## src/rtl/divider_arbiter.sv

```systemverilog
`default_nettype none
// ============================================================================
// Module  : divider_arbiter
// Brief   : Round-robin front end that shares one start/complete fixed-point
//           divider between NREQ requesters and returns quotient, owner id
//           and error code on a single valid/ready response bus.
// Revision: 1.0 - initial release
// ============================================================================
module divider_arbiter #(
  parameter int N           = 32,
  parameter int NREQ        = 4,
  parameter int IDW         = 2,
  parameter int TIMEOUT_CYC = 255,
  parameter int CNT_W       = 8
) (
  input  logic              clk,
  input  logic              rst_n,
  input  logic [NREQ-1:0]   req_valid,
  output logic [NREQ-1:0]   req_ready,
  input  logic [NREQ*N-1:0] req_dividend,
  input  logic [NREQ*N-1:0] req_divisor,
  output logic              rsp_valid,
  input  logic              rsp_ready,
  output logic [IDW-1:0]    rsp_id,
  output logic [N-1:0]      rsp_quotient,
  output logic [1:0]        rsp_err,
  output logic              div_start,
  output logic [N-1:0]      div_dividend,
  output logic [N-1:0]      div_divisor,
  input  logic [N-1:0]      div_quotient,
  input  logic              div_complete,
  output logic              busy
);

  localparam logic [1:0]       c_err_ok      = 2'b00;
  localparam logic [1:0]       c_err_div0    = 2'b01;
  localparam logic [1:0]       c_err_timeout = 2'b10;
  localparam logic [CNT_W-1:0] c_cnt_last    = CNT_W'(TIMEOUT_CYC - 1);
  localparam logic [IDW-1:0]   c_id_last     = IDW'(NREQ - 1);

  typedef enum logic [1:0] {
    ST_IDLE  = 2'd0,
    ST_ISSUE = 2'd1,
    ST_WAIT  = 2'd2,
    ST_RESP  = 2'd3
  } state_t;

  state_t           r_state;
  logic [IDW-1:0]   r_rr_ptr;
  logic [IDW-1:0]   r_grant;
  logic [CNT_W-1:0] r_cnt;
  logic             r_cmp_prev;
  logic             r_div_start;
  logic [N-1:0]     r_div_dividend;
  logic [N-1:0]     r_div_divisor;
  logic             r_rsp_valid;
  logic [IDW-1:0]   r_rsp_id;
  logic [N-1:0]     r_rsp_quotient;
  logic [1:0]       r_rsp_err;

  logic             w_hi_found;
  logic [IDW-1:0]   w_hi_idx;
  logic             w_lo_found;
  logic [IDW-1:0]   w_lo_idx;
  logic             w_grant_found;
  logic [IDW-1:0]   w_grant_idx;
  logic [N-1:0]     w_sel_dividend;
  logic [N-1:0]     w_sel_divisor;
  logic [NREQ-1:0]  w_req_ready;
  logic             w_cmp_rise;
  logic             w_div_zero;

  // Round-robin search: lowest valid index at/after the pointer, else lowest overall.
  always_comb begin
    w_hi_found = 1'b0;
    w_hi_idx   = '0;
    w_lo_found = 1'b0;
    w_lo_idx   = '0;
    for (int i = NREQ - 1; i >= 0; i--) begin
      if (req_valid[i]) begin
        w_lo_found = 1'b1;
        w_lo_idx   = IDW'(i);
        if (IDW'(i) >= r_rr_ptr) begin
          w_hi_found = 1'b1;
          w_hi_idx   = IDW'(i);
        end
      end
    end
    w_grant_found = w_hi_found | w_lo_found;
    w_grant_idx   = w_hi_found ? w_hi_idx : w_lo_idx;
  end

  // Operand mux for the candidate grant and the one-hot ready vector (IDLE only).
  always_comb begin
    w_sel_dividend = '0;
    w_sel_divisor  = '0;
    w_req_ready    = '0;
    for (int i = 0; i < NREQ; i++) begin
      if (w_grant_idx == IDW'(i)) begin
        w_sel_dividend = req_dividend[i*N +: N];
        w_sel_divisor  = req_divisor[i*N +: N];
      end
      w_req_ready[i] = (r_state == ST_IDLE) && w_grant_found && (w_grant_idx == IDW'(i));
    end
  end

  // Both +0 and -0 divisors count as zero: only the magnitude matters.
  assign w_div_zero = (w_sel_divisor[N-2:0] == '0);

  // A completion is a rising edge of the divider done flag.
  assign w_cmp_rise = div_complete & ~r_cmp_prev;

  // Main control FSM with registered outputs.
  always_ff @(posedge clk) begin
    if (!rst_n) begin
      r_state        <= ST_IDLE;
      r_rr_ptr       <= '0;
      r_grant        <= '0;
      r_cnt          <= '0;
      r_cmp_prev     <= 1'b0;
      r_div_start    <= 1'b0;
      r_div_dividend <= '0;
      r_div_divisor  <= '0;
      r_rsp_valid    <= 1'b0;
      r_rsp_id       <= '0;
      r_rsp_quotient <= '0;
      r_rsp_err      <= c_err_ok;
    end else begin
      r_cmp_prev  <= div_complete;
      r_div_start <= 1'b0;
      case (r_state)
        ST_IDLE: begin
          if (w_grant_found) begin
            r_grant        <= w_grant_idx;
            r_div_dividend <= w_sel_dividend;
            r_div_divisor  <= w_sel_divisor;
            if (w_div_zero) begin
              // Saturated magnitude with the product sign; the divider is never started.
              r_rsp_quotient <= {w_sel_dividend[N-1] ^ w_sel_divisor[N-1], {(N-1){1'b1}}};
              r_rsp_err      <= c_err_div0;
              r_rsp_id       <= w_grant_idx;
              r_rsp_valid    <= 1'b1;
              r_state        <= ST_RESP;
            end else begin
              r_div_start <= 1'b1;
              r_state     <= ST_ISSUE;
            end
          end
        end
        ST_ISSUE: begin
          r_cnt   <= '0;
          r_state <= ST_WAIT;
        end
        ST_WAIT: begin
          // Completion is tested first so it wins over a simultaneous timeout.
          if (w_cmp_rise) begin
            r_rsp_quotient <= div_quotient;
            r_rsp_err      <= c_err_ok;
            r_rsp_id       <= r_grant;
            r_rsp_valid    <= 1'b1;
            r_state        <= ST_RESP;
          end else if (r_cnt == c_cnt_last) begin
            r_rsp_quotient <= '0;
            r_rsp_err      <= c_err_timeout;
            r_rsp_id       <= r_grant;
            r_rsp_valid    <= 1'b1;
            r_state        <= ST_RESP;
          end else begin
            r_cnt <= r_cnt + 1'b1;
          end
        end
        ST_RESP: begin
          if (rsp_ready) begin
            r_rsp_valid <= 1'b0;
            r_rr_ptr    <= (r_grant == c_id_last) ? '0 : r_grant + 1'b1;
            r_state     <= ST_IDLE;
          end
        end
        default: begin
          r_state <= ST_IDLE;
        end
      endcase
    end
  end

  assign req_ready    = w_req_ready;
  assign rsp_valid    = r_rsp_valid;
  assign rsp_id       = r_rsp_id;
  assign rsp_quotient = r_rsp_quotient;
  assign rsp_err      = r_rsp_err;
  assign div_start    = r_div_start;
  assign div_dividend = r_div_dividend;
  assign div_divisor  = r_div_divisor;
  assign busy         = (r_state != ST_IDLE);

endmodule
`default_nettype wire

```

## config.mk

```make
export PLATFORM = sky130hd
export DESIGN_NAME = divider_arbiter
export DESIGN_NICKNAME = d
export VERILOG_FILES = /design/src/rtl/divider_arbiter.sv
export SDC_FILE = /design/constraint.sdc
export NUM_CORES = 1
export LEC_CHECK = 0
export ABC_AREA = 0
export CORE_AREA = 2 2 156 158
export DETAILED_ROUTE_END_ITERATION = 7
export DIE_AREA = 0 0 158 160
export GPL_ROUTABILITY_DRIVEN = 1
export PLACE_DENSITY = 0.62
export SYNTH_ARGS = -nofsm -noshare
export SYNTH_HDL_FRONTEND = slang
export SYNTH_SLANG_ARGS = --single-unit
```

## constraint.sdc

```tcl
create_clock -name clk -period 7.96 [get_ports clk]
set_input_delay 1.592 -clock clk [delete_from_list [all_inputs] [get_ports clk]]
set_output_delay 1.592 -clock clk [all_outputs]
set_load 0.1 [all_outputs]
```

==> flow_metrics.env <==
export IMPL_status="completed"
export IMPL_routedWlPerCell_um=17.9
export IMPL_core_area_um2=23800
export IMPL_io_buffers=402
export IMPL_gp_congestion=0.848
export IMPL_ys_async_sr_fraction=0
export IMPL_whs_endpoint="div_divisor[3]$_SDFFE_PN0P_"
export IMPL_fmax_mhz=159
export IMPL_grt_max_degree=67
export IMPL_fin_ws_ns=1.66
export IMPL_yosysWarnings=0
export IMPL_hold_path_class="reg2reg"
export IMPL_synth_top_cell_area_share=0.352
export IMPL_ys_top_cells_by_area="dfxtp_1 35%, mux2i_1 14%, nand2_1 8.5%"
export IMPL_tightest_slew_ns=1.14
export IMPL_fin_setup_tns_ns=0
export IMPL_ant_nets=0
export IMPL_ff2ff_setup_slack_ns=3.36
export IMPL_drt_total_wl_um=26900
export IMPL_drv_cap=0
export IMPL_hold_violations=0
export IMPL_crit_required_ns=6.37
export IMPL_finalSetupViolCount=0
export IMPL_synth_enable_flop_cells=0
export IMPL_start_kind="input port"
export IMPL_slew_headroom=0.238
export IMPL_synth_fp_nets=1108
export IMPL_ctsResizeCount=0
export IMPL_vdd_drop_max_mv=0.137
export IMPL_dp_hpwl_um=20800
export IMPL_cts_tree="done"
export IMPL_die_h_um=160
export IMPL_insertion_delay_ns=0.41
export IMPL_r2r_cells=10
export IMPL_grt_pass1_wl_um=39100
export IMPL_grt_pass1_vias=7147
export IMPL_period_share=0.791
export IMPL_post_route_drc_count=0
export IMPL_slew_viol_final=0
export IMPL_rsz0062_at_grt="no"
export IMPL_synth_distinct_cells=46
export IMPL_min_path_cells=2
export IMPL_start_util=0.280
export IMPL_grtUsageTotal=0.202
export IMPL_via_per_inst=4.82
export IMPL_drt_pass1_iter_count=6
export IMPL_cts_buffers_inserted=17
export IMPL_htree_levels=4
export IMPL_num_vias=7243
export IMPL_rr_endpoint="rsp_quotient[1]$_SDFFE_PN0P_"
export IMPL_die_area_um2=25300
export IMPL_ios=403
export IMPL_endpoint_kind="primary output"
export IMPL_cts_hold_fix_buffers=0
export IMPL_critPathLaunch="req_valid[1]"
export IMPL_holdWs_ns=0.455
export IMPL_cts_path_max_buffers=2
export IMPL_leakage_nw=4.18
export IMPL_synthFlopType="dfxtp_1"
export IMPL_ys_ff_latch=117
export IMPL_clk_pin_slew_ns=0.05
export IMPL_grt_ovfl_total=0
export IMPL_nNetsFinal=1468
export IMPL_power_mw=3.77
export IMPL_syn_inst=805
export IMPL_criticalPathCategory="in2out"
export IMPL_hold_start="div_divisor[3]$_SDFFE_PN0P_"
export IMPL_synth_top_area_cell="dfxtp_1"
export IMPL_area_growth_pct=72.4
export IMPL_postSynthAreaPerCell_um2=8.28
export IMPL_cts_setup_buffers=0
export IMPL_drive_above_1_share=0.0475
export IMPL_syn_area_um2=6660
export IMPL_pre_cts_slack_ns=1.54
export IMPL_cellPowerDensity_nw_per_um2=328
export IMPL_antenna_found_initial=1
export IMPL_chipWidth_um=158
export IMPL_drt_iter0_markers=296
export IMPL_finalClockSkew_ns=0.00738
export IMPL_cp_arrival_ns=4.71
export IMPL_clock_sinks=117
export IMPL_std_cell_rows=57
export IMPL_period_needed_ns=6.30
export IMPL_cts_root_buffer="clkbuf_16"
export IMPL_cp_max_fo=31
export IMPL_r2r_start="r_rr_ptr[1]$_SDFFE_PN0P_"
export IMPL_yosysSeqAreaShare=0.352
[cell type report]
cell class / count / area (um^2)
Fill cell: 2404 / 12300
Timing Repair Buffer: 412 / 4100
Multi-Input combinational cell: 606 / 3980
Sequential cell: 117 / 2340
Clock buffer: 17 / 425
Tap cell: 324 / 405
Clock inverter: 15 / 193
Inverter: 11 / 41.3
Antenna cell: 1 / 2.50
[report_power, final]
part | internal [mW] | total, mW | switching, mW | leakage [nW]
registers | 0.730 | 0.808 | 0.0784 | 0.958
logic | 0.574 | 2.16 | 1.58 | 2.93
clock network | 0.500 | 0.802 | 0.302 | 0.295
total | 1.80 | 3.77 | 1.96 | 4.18
[cells by family (layout without fill, tap and decap cells)]
logic type,Yosys count,count (layout),share of synthesized area
compound gates,199,199,0.217
flops,117,117,0.352
mux,94,94,0.141
simple gates,301,301,0.213
xor+xnor,5,5,0.00657
buf+inv,82,455,0.0582
fa+ha+maj,7,7,0.0131
other cells,0,1,0
[metrics by stage]
step	cells	area, um^2	util
floorplan	805	6660	-
CTS	1502	11500	0.482
global placement	1470	10900	0.456
global route	1503	11500	0.482
finish	1503	11500	0.482
detailed placement	1470	10900	0.456
[how the worst max path moves through the flow]
stage	depth (start not counted)	slack [ns]	to
2_1_floorplan	8	1.44	req_ready[0]
3_3_place_gp	11	1.64	rsp_quotient[0]$_SDFFE_PN0P_
3_5_place_dp	11	1.54	rsp_quotient[0]$_SDFFE_PN0P_
4_1_cts	6	1.63	req_ready[1]
5_1_grt	6	1.49	req_ready[1]
6_report	6	1.66	req_ready[1]
[cells in the mapped netlist (2+ instances only)]
cell and instances:
nand2_1 151, dfxtp_1 117, mux2i_1 94, a21oi_1 78
and2_1 66, clkbuf_1 48, nor2_1 46, a211oi_1 33
a311oi_1 32, o221a_1 30, inv_1 10, buf_6 9
o21ai_0 8, buf_2 7, ha_1 7, nand3_1 7
buf_1 6, nand4_1 6, nor4_1 5, nor3_1 4
nor4_2 4, xor2_1 4, o22ai_1 3, a21boi_0 2
a31oi_1 2, a32oi_1 2, and3_1 2, nand2b_1 2
o221a_2 2, or3_1 2
[cells in the final DEF (no fill, tap or decap), types with 2 or more instances in the layout]
cell type,Yosys,layout
clkdlybuf4s50_1,0,402
nand2_1,151,151
dfxtp_1,117,117
mux2i_1,94,94
a21oi_1,78,78
and2_1,66,66
nor2_1,46,45
a211oi_1,33,33
a311oi_1,32,32
o221a_1,30,30
clkbuf_16,0,17
buf_4,1,10
inv_1,10,9
o21ai_0,8,8
nand3_1,7,7
ha_1,7,7
nand4_1,6,6
nor4_1,5,5
nor3_1,4,4
nor4_2,4,4
xor2_1,4,4
inv_6,0,4
o22ai_1,3,3
clkinvlp_4,0,3
bufinv_16,0,3
a21boi_0,2,2
and3_1,2,2
or3_1,2,2
a31oi_1,2,2
a32oi_1,2,2
clkinv_4,0,2
inv_8,0,2
[worst max-delay path, cell delays in order]
cell and delay (ns):
clkdlybuf4s50_1 0.54, a21boi_0 0.45, o221a_4 0.67, nand2_1 0.14, nor2_1 0.13, clkdlybuf4s50_1 1.15
[sequential cells by signal, summed over array words and instances (netlist names)]
name and flops:
div_start 1, r_cnt 8, r_cmp_prev 1, rsp_quotient 32, rsp_valid 1, div_dividend 32
rsp_id 2, r_rr_ptr 2, r_state 2, r_grant 2, div_divisor 32, rsp_err 2
[layer usage]
metal / part of all wire / global-route usage / vias to the layer above / wire [um]
met5: 0 / 0 / - / 0
met4: 0.016 / 0.0524 / 0 / 434
met1: 0.40 / 0.230 / 3325 / 10800
li1: - / - / 3624 / -
met3: 0.081 / 0.0668 / 24 / 2170
met2: 0.50 / 0.359 / 270 / 13400
Power figures use the tool's default switching activity.
